## src/rtl/uart_rx.sv

```systemverilog
// 8N1-style UART deframer driven by an oversampling tick; one-cycle pulses
// report a good byte (data_valid) or a zero stop bit (framing_err).
module uart_rx #(
  parameter int Data_bits  = 8,
  parameter int Oversample = 16
) (
  input  logic                 clk,
  input  logic                 rst_n,
  input  logic                 rx_tick,
  input  logic                 rx,
  output logic [Data_bits-1:0] data_out,
  output logic                 data_valid,
  output logic                 framing_err,
  output logic                 busy
);
  localparam int TW = $clog2(Oversample);
  localparam int BW = $clog2(Data_bits + 1);
  localparam logic [TW-1:0] HALF_M1  = TW'(Oversample / 2 - 1);
  localparam logic [TW-1:0] FULL_M1  = TW'(Oversample - 1);
  localparam logic [BW-1:0] LAST_BIT = BW'(Data_bits - 1);

  typedef enum logic [2:0] {IDLE, START, DATA, STOP, BRK} state_t;

  state_t               state, state_nxt;
  logic [1:0]           sync;
  logic                 rx_s;
  logic [TW-1:0]        tick_cnt, tick_nxt;
  logic [BW-1:0]        bit_cnt, bit_nxt;
  logic [Data_bits-1:0] shift, shift_nxt, dout_nxt;
  logic                 dv_nxt, fe_nxt;

  assign rx_s = sync[1];

  // Idle-high line: synchronizer resets to 1 so reset never looks like a start bit.
  always_ff @(posedge clk) begin
    if (!rst_n) sync <= 2'b11;
    else        sync <= {sync[0], rx};
  end

  always_ff @(posedge clk) begin
    if (!rst_n) begin
      state       <= IDLE;
      tick_cnt    <= '0;
      bit_cnt     <= '0;
      shift       <= '0;
      data_out    <= '0;
      data_valid  <= 1'b0;
      framing_err <= 1'b0;
      busy        <= 1'b0;
    end else begin
      state       <= state_nxt;
      tick_cnt    <= tick_nxt;
      bit_cnt     <= bit_nxt;
      shift       <= shift_nxt;
      data_out    <= dout_nxt;
      data_valid  <= dv_nxt;
      framing_err <= fe_nxt;
      busy        <= (state_nxt != IDLE);
    end
  end

  always_comb begin
    state_nxt = state;
    tick_nxt  = tick_cnt;
    bit_nxt   = bit_cnt;
    shift_nxt = shift;
    dout_nxt  = data_out;
    dv_nxt    = 1'b0;
    fe_nxt    = 1'b0;
    if (rx_tick) begin
      unique case (state)
        IDLE: begin
          if (!rx_s) begin
            state_nxt = START;
            tick_nxt  = '0;
          end
        end
        START: begin
          tick_nxt = tick_cnt + 1'b1;
          // Half a bit after the edge: still low means a real start bit.
          if (tick_cnt == HALF_M1) begin
            if (rx_s) begin
              state_nxt = IDLE;
            end else begin
              state_nxt = DATA;
              tick_nxt  = '0;
              bit_nxt   = '0;
            end
          end
        end
        DATA: begin
          tick_nxt = tick_cnt + 1'b1;
          if (tick_cnt == FULL_M1) begin
            shift_nxt = {rx_s, shift[Data_bits-1:1]};
            tick_nxt  = '0;
            bit_nxt   = bit_cnt + 1'b1;
            if (bit_cnt == LAST_BIT) state_nxt = STOP;
          end
        end
        STOP: begin
          tick_nxt = tick_cnt + 1'b1;
          if (tick_cnt == FULL_M1) begin
            tick_nxt = '0;
            if (rx_s) begin
              dout_nxt  = shift;
              dv_nxt    = 1'b1;
              state_nxt = IDLE;
            end else begin
              fe_nxt    = 1'b1;
              state_nxt = BRK;
            end
          end
        end
        BRK: begin
          // Wait out a held-low line so it cannot re-trigger as a new frame.
          if (rx_s) state_nxt = IDLE;
        end
        default: state_nxt = IDLE;
      endcase
    end
  end
endmodule

```

## config.mk

```make
export PLATFORM = sky130hd
export DESIGN_NAME = uart_rx
export DESIGN_NICKNAME = d
export VERILOG_FILES = /design/src/rtl/uart_rx.sv
export SDC_FILE = /design/constraint.sdc
export NUM_CORES = 1
export LEC_CHECK = 0
export ABC_AREA = 1
export ABC_CLOCK_PERIOD_IN_PS = 1640
export BUFFER_PORTS_ARGS = -buffer_cell sky130_fd_sc_hd__buf_2
export CAP_MARGIN = 10
export CORE_UTILIZATION = 30
export CTS_CLUSTER_SIZE = 20
export DETAILED_ROUTE_END_ITERATION = 12
export SLEW_MARGIN = 20
export SYNTH_ARGS = -nofsm -noshare
export SYNTH_HDL_FRONTEND = slang
export SYNTH_SLANG_ARGS = --single-unit
```

## constraint.sdc

```tcl
create_clock -name clk -period 1.64 [get_ports clk]
set_input_delay 0.328 -clock clk [delete_from_list [all_inputs] [get_ports clk]]
set_output_delay 0.328 -clock clk [all_outputs]
set_load 0.01 [all_outputs]
```

==> After elaboration in Yosys (flattened, before gate mapping) <==
Cells that the tools add are included.
{ "word_totals": {"regBits": 32, "in_bits": 4, "output_inout_bits": 11, "word_cells": 52} }
{ "classes": {"n_addsub": 2, "n_eq_ne": 11, "mux": 20, "reduce_logical": 10} }
{ "ops": {"columns": ["cell", "n"], "rows": [
  ["3-bit 2-to-1 mux", 8],
  ["4-bit 2-to-1 mux", 6],
  ["3-bit case mux with 5 select lines", 1],
  ["4-bit case mux with 3 select lines", 1],
  ["4-bit by 1-bit adder with 4-bit output (second input constant)", 2],
  ["4-bit by 3-bit equality test with 1-bit output (second input constant)", 2],
  ["2-bit != test (second input constant)", 4],
  ["4-bit case mux with 2 select lines", 1],
  ["4-bit AND reduction", 2],
  ["3-bit by 2-bit equality test with 1-bit output (second input constant)", 2],
  ["3-bit AND reduction", 2],
  ["3-bit nonzero test", 2],
  ["5-bit AND reduction", 1],
  ["4-bit equality test (second input constant)", 1],
  ["3-bit by 1-bit equality test with 1-bit output (second input constant)", 1],
  ["3-bit equality test (second input constant)", 1],
  ["3-bit zero test", 1],
  ["1-bit 2-to-1 mux", 2],
  ["2-bit 2-to-1 mux", 1],
  ["2-bit nonzero test", 1],
  ["2-bit OR reduction", 1]
]} }

==> Depth between registers and ports, before layout <==
{ "depth": {"ltp_word": 6, "mapped_depth": 10, "mapped_depth_nobuf": 10} }

==> Worst setup path before layout <==
OpenSTA, ideal clock, no wires.
{ "synth_path": {"path_kind": "reg2reg", "startpoint": "register tick_cnt[0]", "endpoint": "register data_out[2]", "setup_ns": 0.117, "t_arrival_ns": 1.268, "t_required_ns": 1.523, "setup_slack_ns": 0.255, "stages_incl_launch_ff": 10, "n_path_buf": 1, "period_less_slack_ns": 1.385, "path_cell_list": "dfxtp_1 > ha_1 > nand3_2 > inv_1 > nand2_2 > inv_2 > nand3_4 > buf_6 > o21ai_2 > a21oi_1"} }
{ "synth_between": {"elab_chain_cells": 2} }
{ "synth_rtl": {"columns": ["item", "line_no", "source"], "rows": [
  ["from (decl)", "27", "logic [TW-1:0] tick_cnt, tick_nxt;"],
  ["from (signal assigned)", "52", "tick_cnt <= tick_nxt;"],
  ["4-bit equality test", "102", "if (tick_cnt == FULL_M1) begin"],
  ["4-bit AND reduction (no source line)", null, null],
  ["to (signal assigned)", "55", "data_out <= dout_nxt;"],
  ["to (decl)", "11", "output logic [Data_bits-1:0] data_out,"]
]} }
No other way between the ends.
A chain may end at the register's enable or synchronous reset.

==> Final worst setup path <==
{ "layout_path": {"startpoint": "register tick_cnt[0]", "endpoint": "register data_out[7]"} }
The elaborated chain is that of the path after synthesis.

==> results.yml <==
status:
  status: "finished clean"
sta:
  rsz0062_at_grt: "no"
  hold_viol: 0
  fin_tns_setup_ps: 0
  tightestPinTransition_ps: 387
  min_period_over_period_pct: 92.9
  whs_ps: 226
  timing.final.crit_period_ps: 1520
  fmax_mhz: 656
  drv_slew: 0
  relSlewSlack_pct: 74.1
  setup_slack_ps: 116
  finalSetupViolations: 0
  finClkSkew_ps: 7.10
route:
  wl_met1_um: 1440
  wirelength_um: 2800
  drc: 0
  num_vias: 1237
  detail-route-antenna-nets: 0
  post_drt_wl_per_cell_um: 10.5
  wl_met3_um: 147
  wl_met2_um: 1170
  dr.pass1.iters: 4
  drtIter0Drc: 65
  top_layer_used: "met4"
  vias_per_cell: 4.65
clock_tree:
  cts-buffers-inserted: 5
  htreeDepth: 2
  cts_setup_buffers: 0
  clock_path_buffers: 2
  insertion_delay_ps: 290
  cts_tree: "done"
  cts_root_buf: "clkbuf_8"
  path_clk_slew_ps: 70
  clkSinkCount: 32
pwr:
  p_sw_w: 0.000365
  switching_share_pct: 22.5
  power_density_nw_per_um2: 951
  ir_drop_uv: 257
  seqPwrFrac_pct: 48.8
  power.internal_w: 0.00126
  p_clk_share_pct: 46.7
  p_leak_nw: 0.726
  share_comb_of_total_power_pct: 4.5
worst_setup_path:
  end_kind: "flip-flop"
  cp.required_ps: 1820
  arrival_ps: 1710
  worstPathMaxFanout: 8
  crit_type: "reg2reg"
  critPathLaunchType: "flip-flop"
hold_path:
  min_path_type: "in2reg"
floorplan:
  coreArea_um2: 4500
  die_x_um: 71.7
  die_h_um: 71.7
  start_util_pct: 32.4
  placementRows: 24
  ios: 15
  die_area_um2: 5140
synthesis:
  synth.distinct_cells: 31
  synth.top_cells.by_area: "dfxtp_1 (44%), nand2_1 (8.2%), nor2_1 (7.0%)"
  syn-cell-area_um2: 1460
  synth_top_area_share_pct: 43.9
  yosysSeqAreaShare_pct: 43.9
  netlist.top_cell.by_area: "dfxtp_1"
  yosysWarnings: 0
  syn-instance-count: 193
  syn_nets: 199
  ys_ff_latch: 32
  syn_area_per_cell_um2: 7.55
layout:
  multiInputGateArea_um2: 713
  seqCellArea_um2: 641
  diodes: 0
  final_nets: 219
  drive_gt1_share_pct: 22.0
  syn2layout_area_growth_pct: 17.3
  fillers: 465
  layout_common_cells: "nand2_1 (32), dfxtp_1 (32), nor2_1 (27)"
grt:
  grt_antenna_before_repair: 0
  grt_pass1_wl_um: 4550
  grt_pass1_vias: 1024
  grt_max_degree: 22
  grtUsageTotal_pct: 11.6
  gr-total-overflow: 0
placement:
  gp_congestion: 0.798
  post-place-ws_ps: 54.4
  io_buffers: 14
  dp_hpwl_um: 1920
job:
  max_cap_viol_count: 0
==> critical path, cell delays in order (launching register included) <==
cell and delay, ps:
dfxtp_1 390, ha_2 220, nand3_2 140, inv_1 120
nand2_2 80, inv_2 100, nand3_4 140, o21ai_0 190
a21oi_1 50
==> registers in the layout (all words and copies together) (netlist names) <==
| register | flops |
|---|---|
| bit_cnt | 4 |
| state | 3 |
| shift | 8 |
| data_out | 8 |
| tick_cnt | 4 |
| framing_err | 1 |
| data_valid | 1 |
| busy | 1 |
| sync | 2 |
==> synthesized netlist by cell type (all sizes together) <==
| cell type | instances |
|---|---|
| o21bai | 2 |
| nand4 | 1 |
| o21ai | 19 |
| buf | 2 |
| and3 | 1 |
| nand3 | 12 |
| clkbuf | 2 |
| o211ai | 1 |
| inv | 25 |
| or2 | 2 |
| nand3b | 1 |
| nand2 | 37 |
| a31o | 1 |
| nor3 | 2 |
| dfxtp | 32 |
| nor2 | 29 |
| ha | 2 |
| a21oi | 18 |
| xor2 | 1 |
| xnor2 | 1 |
| a211oi | 2 |
==> layer usage <==
layer / GRT usage [%] / vias to the layer above
met2: 17.2 / 26
met4: 5.23 / 0
met5: 0 / -
li1: - / 665
met3: 3.94 / 5
met1: 15.2 / 541
==> through the flow <==
stage	instance area (um^2)	total power [W]	utilization, %	std cells
after floorplan	1460	0.000861	-	193
after global placement	1580	0.000883	35.1	257
after detailed placement	1580	0.000882	35.1	257
after CTS	1690	0.00164	37.6	265
after global routing	1710	0.00169	37.9	266
final	1710	0.00162	37.9	266
==> power groups by stage <==
| stage | combinational, W | sequential, W | clock (W) |
|---|---|---|---|
| finish | 0.0000728 | 0.000793 | 0.000758 |
| floorplan | 0.0000521 | 0.000809 | 0 |
| global route | 0.0000839 | 0.000794 | 0.000809 |
| detailed placement | 0.0000712 | 0.000810 | 0 |
| CTS | 0.0000716 | 0.000793 | 0.000775 |
| global placement | 0.0000727 | 0.000810 | 0 |
==> worst paths after layout <==
check                                              start                  endpoint  slack [ps]  cells after the start
worst min-delay path                                  rx        sync[0]$_SDFF_PN1_         230                      2
worst max-delay path            tick_cnt[0]$_SDFFE_PN0P_  data_out[7]$_SDFFE_PN0P_         120                      8
worst max register to register  tick_cnt[0]$_SDFFE_PN0P_  data_out[7]$_SDFFE_PN0P_         120                      8
worst min register to register        sync[0]$_SDFF_PN1_        sync[1]$_SDFF_PN1_         410                      1
==> cell type report <==
cell class              instances  share of cell area (%)
repair buffers                 16                    4.98
multi-input cells             133                    41.7
clock buffers                   5                    4.03
clock inverters                 3                    2.49
well taps                      52                    3.81
flip-flops and latches         32                    37.5
inverters                      25                    5.49
==> kinds of logic after synthesis <==
| family | share of synthesized area (%) |
|---|---|
| simple gates | 27.8 |
| compound gates | 17.1 |
| flops | 43.9 |
| buf+inv | 8.24 |
| xor+xnor | 1.20 |
| fa+ha+maj | 1.72 |
==> what timing repair did <==
| item | CTS | global route |
|---|---|---|
| hold buffers | 0 | 0 |
| gates resized for setup | 0 | 7 |
| setup endpoints to repair | 0 | 7 |
(Power assumes the default switching activity.)
